===== src/rtl/aukv_fetch_pq_pkg.sv =====
// aukv_fetch_pq_pkg: shared constants and helpers for the Auk-V prefetching fetch unit.
package aukv_fetch_pq_pkg;
    localparam int          AUKV_XLEN      = 32;
    localparam logic [31:0] AUKV_NOP_INSTR = 32'h0000_0033;
    localparam logic [31:0] AUKV_RESET_PC  = 32'h0000_0000;

    function automatic int aukv_log2(input int n);
        int r;
        r = 0;
        for (int i = 0; i < 31; i++) if ((1 << i) < n) r = i + 1;
        return r;
    endfunction
endpackage


===== src/rtl/aukv_fetch_pq_sync_fifo.sv =====
// aukv_fetch_pq_sync_fifo: power-of-2 synchronous FIFO with flush and occupancy count.
module aukv_fetch_pq_sync_fifo
    import aukv_fetch_pq_pkg::*;
#(
    parameter int WIDTH = 64,
    parameter int DEPTH = 4,
    parameter int AW    = aukv_log2(DEPTH),
    parameter int CW    = aukv_log2(DEPTH) + 1
) (
    input  logic             i_clk,
    input  logic             i_rstn,
    input  logic             flush,
    input  logic             push,
    input  logic             pop,
    input  logic [WIDTH-1:0] wdata,
    output logic [WIDTH-1:0] rdata,
    output logic [CW-1:0]    count
);
    logic [WIDTH-1:0] mem [DEPTH];
    logic [AW-1:0]    wp, rp;

    always_ff @(posedge i_clk) if (push) mem[wp] <= wdata;

    always_ff @(posedge i_clk or negedge i_rstn) begin
        if (!i_rstn) begin
            wp    <= '0;
            rp    <= '0;
            count <= '0;
        end else if (flush) begin
            wp    <= '0;
            rp    <= '0;
            count <= '0;
        end else begin
            wp    <= wp + AW'(push);
            rp    <= rp + AW'(pop);
            count <= count + CW'(push) - CW'(pop);
        end
    end

    assign rdata = mem[rp];
endmodule


===== src/rtl/aukv_fetch_pq.sv =====
// aukv_fetch_pq: prefetching fetch unit with redirect squash; define AUKV_FETCH_MISALIGN_EN
// to report misaligned redirect targets through o_instr_misalign instead of aligning them.
module aukv_fetch_pq
    import aukv_fetch_pq_pkg::*;
#(
    parameter int          DEPTH     = 4,
    parameter int          MAX_OUTST = 2,
    parameter logic [31:0] RESET_PC  = AUKV_RESET_PC,
    parameter logic [31:0] NOP_INSTR = AUKV_NOP_INSTR
) (
    input  logic        i_clk,
    input  logic        i_rstn,
    output logic [31:0] o_instr_addr,
    output logic        o_instr_addr_valid,
    input  logic        i_instr_addr_ready,
    input  logic [31:0] i_instr_data,
    input  logic        i_instr_data_valid,
    input  logic        i_stall,
    input  logic        i_branch_en,
    input  logic [31:0] i_branch_addr,
    input  logic        i_exception,
    input  logic [31:0] i_evec_addr,
    output logic [31:0] o_pc,
    output logic [31:0] o_instr,
    output logic        o_instr_valid
`ifdef AUKV_FETCH_MISALIGN_EN
   ,output logic        o_instr_misalign
`endif
);
    localparam int CW = aukv_log2(DEPTH) + 1;
    localparam int OW = aukv_log2(MAX_OUTST) + 1;

    logic [31:0]   pc, rsp_pc, target;
    logic [OW-1:0] outst;
    logic [7:0]    drop;
    logic [CW-1:0] count;
    logic [63:0]   head;
    logic          redirect, issue, rsp_live, rsp_dead, push, pop, mis;

    assign redirect = i_exception | (i_branch_en & ~i_stall);
`ifdef AUKV_FETCH_MISALIGN_EN
    assign target = i_exception ? i_evec_addr : i_branch_addr;

    // A misaligned target parks the unit on a single faulting entry until the next redirect.
    always_ff @(posedge i_clk or negedge i_rstn) begin
        if (!i_rstn) mis <= 1'b0;
        else if (redirect) mis <= |target[1:0];
    end

    assign o_instr_misalign = mis & o_instr_valid;
`else
    assign target = (i_exception ? i_evec_addr : i_branch_addr) & ~32'h3;
    assign mis    = 1'b0;
`endif

    // outst counts live requests only; squashed ones in flight move into drop.
    assign rsp_dead = i_instr_data_valid & (drop != '0);
    assign rsp_live = i_instr_data_valid & (drop == '0);
    assign push     = rsp_live & ~redirect;

    assign o_instr_addr       = pc;
    assign o_instr_addr_valid = i_rstn & ~redirect & ~mis & (outst < OW'(MAX_OUTST))
                              & (int'(outst) + int'(count) < DEPTH);
    assign issue              = o_instr_addr_valid & i_instr_addr_ready;

    assign o_instr_valid = ~redirect & (mis | (count != '0));
    assign o_instr       = (o_instr_valid & ~mis) ? head[31:0] : NOP_INSTR;
    assign o_pc          = !o_instr_valid ? '0 : (mis ? pc : head[63:32]);
    assign pop           = o_instr_valid & ~i_stall & ~mis;

    always_ff @(posedge i_clk or negedge i_rstn) begin
        if (!i_rstn) begin
            pc     <= RESET_PC;
            rsp_pc <= RESET_PC;
            outst  <= '0;
            drop   <= '0;
        end else if (redirect) begin
            pc     <= target;
            rsp_pc <= target;
            outst  <= '0;
            drop   <= drop + 8'(outst) - 8'(i_instr_data_valid);
        end else begin
            pc     <= issue ? pc + 32'd4 : pc;
            rsp_pc <= push ? rsp_pc + 32'd4 : rsp_pc;
            outst  <= outst + OW'(issue) - OW'(rsp_live);
            drop   <= drop - 8'(rsp_dead);
        end
    end

    always_ff @(posedge i_clk) if (i_rstn) assert (!(i_instr_data_valid && outst == '0 && drop == '0));

    aukv_fetch_pq_sync_fifo #(.WIDTH(64), .DEPTH(DEPTH)) u_fifo (
        .i_clk  (i_clk),
        .i_rstn (i_rstn),
        .flush  (redirect),
        .push   (push),
        .pop    (pop),
        .wdata  ({rsp_pc, i_instr_data}),
        .rdata  (head),
        .count  (count)
    );
endmodule


===== config.mk =====
export PLATFORM = sky130hd
export DESIGN_NAME = aukv_fetch_pq
export DESIGN_NICKNAME = d
export VERILOG_FILES = /design/src/rtl/aukv_fetch_pq_pkg.sv /design/src/rtl/aukv_fetch_pq_sync_fifo.sv /design/src/rtl/aukv_fetch_pq.sv
export SDC_FILE = /design/constraint.sdc
export NUM_CORES = 1
export LEC_CHECK = 0
export CAP_MARGIN = 20
export CORE_ASPECT_RATIO = 1.5
export CORE_MARGIN = 4
export CORE_UTILIZATION = 50
export DETAILED_ROUTE_END_ITERATION = 7
export GPL_TIMING_DRIVEN = 0
export PLACE_DENSITY = 0.74
export SYNTH_ARGS = -nofsm -noshare
export SYNTH_HDL_FRONTEND = slang
export SYNTH_SLANG_ARGS = --single-unit

===== constraint.sdc =====
create_clock -name i_clk -period 14 [get_ports i_clk]
set_input_delay 4.2 -clock i_clk [delete_from_list [all_inputs] [get_ports i_clk]]
set_output_delay 4.2 -clock i_clk [all_outputs]
set_load 0.1 [all_outputs]

Word-level counts from Yosys, hierarchy flattened
Memory sizes are Yosys's and may differ from the RTL's.
Cells that the tools add are included.
{"block": "totals", "register_bits": 81, "latchBits": 0, "ram_bits": 256, "romBits": 0, "out_inout_bits": 98, "word_cells": 54, "mem_count": 1}
{"memory": "u_fifo.mem", "words": 4, "word_bits": 64, "read_ports": 1, "rd_clocked_by_memory_dff": 0, "wr": 1, "line_no": "aukv_fetch_pq_sync_fifo.sv:19", "rtl": "logic [WIDTH-1:0] mem [DEPTH];"}
{"block": "classes", "add_sub_neg": 12, "mul": 0, "div": 0, "n_lt_le_gt_ge": 2, "eq_ne": 0, "shift": 0, "muxes": 14, "bitwise": 13, "n_reduce_logical": 5}
{"op": "2-to-1 mux 32 bit", "count": 7}
{"op": "adder 32 x 3 -> 32 bit, second input constant", "count": 2}
{"op": "subtractor 8 x 1 -> 8 bit", "count": 2}
{"op": "AND 1 bit", "count": 10}
{"op": "adder 8 x 2 -> 8 bit", "count": 1}
{"op": "zero test 8 bit", "count": 1}
{"op": "2-to-1 mux 8 bit", "count": 1}
{"op": "nonzero test 8 bit", "count": 1}
{"op": "adder 2 x 1 -> 2 bit", "count": 3}
{"op": "2-to-1 mux 2 bit", "count": 3}
{"op": "adder 2 x 3 -> 4 bit", "count": 1}
{"op": "less-than comparator 4 x 3 -> 1 bit, second input constant", "count": 1}
{"op": "nonzero test 2 bit", "count": 2}
{"op": "adder 3 x 1 -> 3 bit", "count": 1}
{"op": "2-to-1 mux 3 bit", "count": 1}
{"op": "nonzero test 3 bit", "count": 1}
{"op": "subtractor 3 x 1 -> 3 bit", "count": 1}
{"op": "less-than comparator 2 bit, second input constant", "count": 1}
{"op": "2-to-1 mux 1 bit", "count": 2}
{"op": "NOT 1 bit", "count": 2}
{"op": "subtractor 2 x 1 -> 2 bit", "count": 1}
{"op": "OR 1 bit", "count": 1}

Depth between registers and ports, before layout
{"block": "logic_depth", "word_depth": 11, "ltp_mapped": 12, "depth_no_buf": 11}

Modules after synthesis
A second synthesis with hierarchy kept.
{"block": "hier_totals", "hier_cells": 1028, "hier_area_um2": 15055.7}
{"mod": "aukv_fetch_pq_sync_fifo", "n_inst": 1, "cells_per_inst": 364, "area_each_um2": 9666.8}
{"mod": "aukv_fetch_pq", "n_inst": 1, "cells_per_inst": 664, "area_each_um2": 5388.9}

Least setup slack after synthesis
Ideal clock, no wire load.
{"block": "synth_path", "path_type": "input port to flip-flop", "start": "input port i_stall", "end": "memory u_fifo.mem[0][0] (enable)", "setup_ns": 0.635, "t_arrival_ns": 10.822, "t_required_ns": 13.365, "setup_slack_ns": 2.542, "path_stages": 5, "path_cell_list": "nand2b_1 clkbuf_1 nand2_1 clkbuf_1 nor4_1"}
{"block": "synth_via", "elab_chain_len": 7}
{"item": "start: declaration", "line_no": "aukv_fetch_pq.sv:18", "rtl": "input logic i_stall,"}
{"item": "NOT 1 bit", "line_no": "aukv_fetch_pq.sv:40", "rtl": "assign redirect = i_exception | (i_branch_en & ~i_stall);"}
{"item": "AND 1 bit", "line_no": "aukv_fetch_pq.sv:40"}
{"item": "OR 1 bit", "line_no": "aukv_fetch_pq.sv:40"}
{"item": "NOT 1 bit", "line_no": "aukv_fetch_pq.sv:59", "rtl": "assign push = rsp_live & ~redirect;"}
{"item": "AND 1 bit", "line_no": "aukv_fetch_pq.sv:59"}
{"item": "2-to-1 mux 1 bit", "line_no": "aukv_fetch_pq_sync_fifo.sv:22", "rtl": "always_ff @(posedge i_clk) if (push) mem[wp] <= wdata;"}
{"item": "2-to-1 mux 1 bit (not written as such)", "line_no": "aukv_fetch_pq_sync_fifo.sv:22"}
{"item": "end: declaration", "line_no": "aukv_fetch_pq_sync_fifo.sv:19"}
Every way passes these cells.

Worst setup path in the final report
{"block": "layout_path", "start": "input port i_stall", "end": "output port o_instr[30]"}
{"block": "layout_via", "elab_chain_len": 6}
{"item": "NOT 1 bit", "line_no": "aukv_fetch_pq.sv:40"}
{"item": "AND 1 bit", "line_no": "aukv_fetch_pq.sv:40"}
{"item": "OR 1 bit", "line_no": "aukv_fetch_pq.sv:40"}
{"item": "NOT 1 bit", "line_no": "aukv_fetch_pq.sv:66", "rtl": "assign o_instr_valid = ~redirect & (mis | (count != '0));"}
{"item": "AND 1 bit", "line_no": "aukv_fetch_pq.sv:66"}
{"item": "2-to-1 mux 32 bit", "line_no": "aukv_fetch_pq.sv:67", "rtl": "assign o_instr = (o_instr_valid & ~mis) ? head[31:0] : NOP_INSTR;"}
{"item": "end: declaration", "line_no": "aukv_fetch_pq.sv:24", "rtl": "output logic [31:0] o_instr,"}
Every way passes these cells.

==> metrics <==
DR DRC count=0; Fin Setup TNS=0 ps; Post-synth EDFFs=248; share of flip-flops with an asynchronous set or reset=23.7%; Core ar.=0.0294 mm^2; critical path peak fanout=10; most common cell after layout, fill and taps aside=edfxtp_1; number of hold buffers added after CTS=0; Top FF cell, synth=edfxtp_1; HP Class=flip-flop to flip-flop; Yosys warning count=0; die height=219 um; H-Tree Depth=1; final wirelength=37.4 mm; Yosys top cell area share=50.2%; Post-Layout Cell Count=1713; Mapped Area=0.0148 mm^2; P_leak=0.00636 uW; clk buf depth=3; clock sinks=325; row count=77; Antenna diodes=0; CTS resizes=0; Port Buf Inserts=191; worst r2r dst=u_fifo.mem[1][11]; crit path capture type=output pin; FILL cells=2244; RSZ-0062 raised after global routing=false; worst path required time=9800 ps; sequential-to-total area share from yosys stat=63.1%; DP Area=0.0175 mm^2; CTS root buf=clkbuf_16; DR vias/cell=5.85; area leader, netlist=edfxtp_1; worst path arrival time=7700 ps; post-DP HPWL=27.2 mm; Avg Inst Size Synth=14.1 um^2; CTS tree=yes; dpl ws=2100 ps; Die ar.=0.0326 mm^2; Die W=149 um; Synth cell types=65; layout cell share with drive strength beyond 1=12.7%; Max Clock Skew=24.5 ps; Max-Cap Viols=0; R2R setup slack=10290 ps; crit path kind=input port to output pin; highest clock rate=84.0 MHz; most frequent cells in the layout=248 x edfxtp_1, 190 x clkdlybuf4s50_1, 77 x dfrtp_1; final instance area=0.0185 mm^2; First DRT Iteration DRCs=638; synthesis-to-layout area growth=24.4%; r2r startpoint=drop[3]; Total GRT Usage=23.0%; Yosys reg bits=325; minimum clock period=11900 ps; WL per Instance=21.8 um; Worst Slack Setup Final=2100 ps; grt ovf=0; starting density of the core=50.5%; largest net degree at the start of global routing=63; Peak VDD IR=0.0749 mV; postcts setup bufs=0; Placed Cells=1659; worst hold stages=1; vias in the first global route=10.2k; Num CTS Buffers=29; routed via count=10.0k; worst slew pin tran=1050 ps; Hold Crit Start=o_instr_addr[31]; Slew Viols, Final=0; Syn Inst Count=1054; final core occ=62.8%; synth top area cells=edfxtp_1 50%, dfrtp_1 13%, mux4_2 9.4%; clk_lat worst skew=560 ps; Min-Delay Endpoint=o_instr_addr[31]; slew margin rel.=29.5%; final hold violation count=0; cell area power density=125 mW/mm^2; io pins=201; first-pass GRT wire length=57.7 mm; startpoint types=input port; Worst-path clk slew=70 ps; initial antenna violation count=0; RePlAce Congestion=0.932; Post-DRT Antenna Nets=0; Initial DRT Pass Iterations=5; Setup-failing EPs final=0; final net count=1427; fin crit share=85.0%; outcome=completed; R2R depth=10
==> report_power, final <==
group	total (uW)	internal [uW]	switching (uW)
combinational	392	153	240
clock	803	453	350
sequential	1120	1080	44.9
==> worst max-delay path, cell delays in order <==
cell	delay, ps
clkdlybuf4s50_1	500
nor2b_1	400
nor2_1	110
o31ai_1	110
clkbuf_1	540
clkbuf_1	650
nor2b_1	160
clkdlybuf4s50_1	1010
==> synthesized netlist by cell type (all sizes together) (9+ instances only) <==
master	number
mux4	62
nand3	30
o21ai	41
a311oi	9
inv	29
dfrtp	77
and2	13
buf	22
nor2b	62
a31oi	12
xnor2	20
nand4	20
nor4	15
clkbuf	32
o211ai	9
nor3	27
a21oi	28
o22ai	9
o31ai	10
nor2	43
nand2	71
or3	9
ha	27
nand2b	11
and3	30
edfxtp	248
==> routing by layer <==
layer  GRT usage [%]  part of all wire [%]
met1            27.9                    38
met2            41.8                    53
met3            2.95                   5.7
met4            8.78                   3.6
met5               0                     0
==> cells by family (layout without fill, tap and decap cells) <==
logic type,count (synthesis),in the layout,synth area share [%]
other,1,4,0.0253
XOR/XNOR,28,28,1.65
AND/OR/NAND/NOR,352,352,12.9
multiplexers,71,71,10.0
AO/OA/AOI/OAI,165,165,7.37
flip-flops,325,325,63.1
adder cells (fa/ha/maj),29,29,2.55
buffers and inverters,83,344,2.33
==> registers in the layout, indices dropped and copies added (netlist names) <==
signal	flops
drop	8
outst	2
u_fifo.count	3
rsp_pc	30
u_fifo.rp	2
u_fifo.mem	248
o_instr_addr	30
u_fifo.wp	2
==> worst max-delay path by stage <==
stage / start / to / slack [ps]
after detailed placement: i_stall / o_instr[30] / 2100
after global placement: i_stall / u_fifo.mem[0][6] / -3210
after CTS: i_stall / o_instr[30] / 2090
after global routing: i_stall / o_instr[30] / 1920
final: i_stall / o_instr[30] / 2100
after floorplan: i_stall / u_fifo.mem[0][0] / 2540
==> through the flow <==
step	hold WS, ps	power [uW]
after floorplan	481	1400
after global placement	502	1520
after detailed placement	504	1530
after CTS	518	2330
after global routing	549	2410
final	546	2320
==> cell type report <==
type                       instances  area [um^2]  share of cell area (%)
clock inverter                    18          191                    1.04
buffer                            54          236                    1.28
clock buffer                      36          776                    4.20
sequential                       325         9370                    50.8
multi-input combinational        649         5160                    27.9
timing repair buffer             207         2130                    11.5
inverter                          29          109                   0.589
tap                              395          494                    2.68
Power figures use the tool's default switching activity.
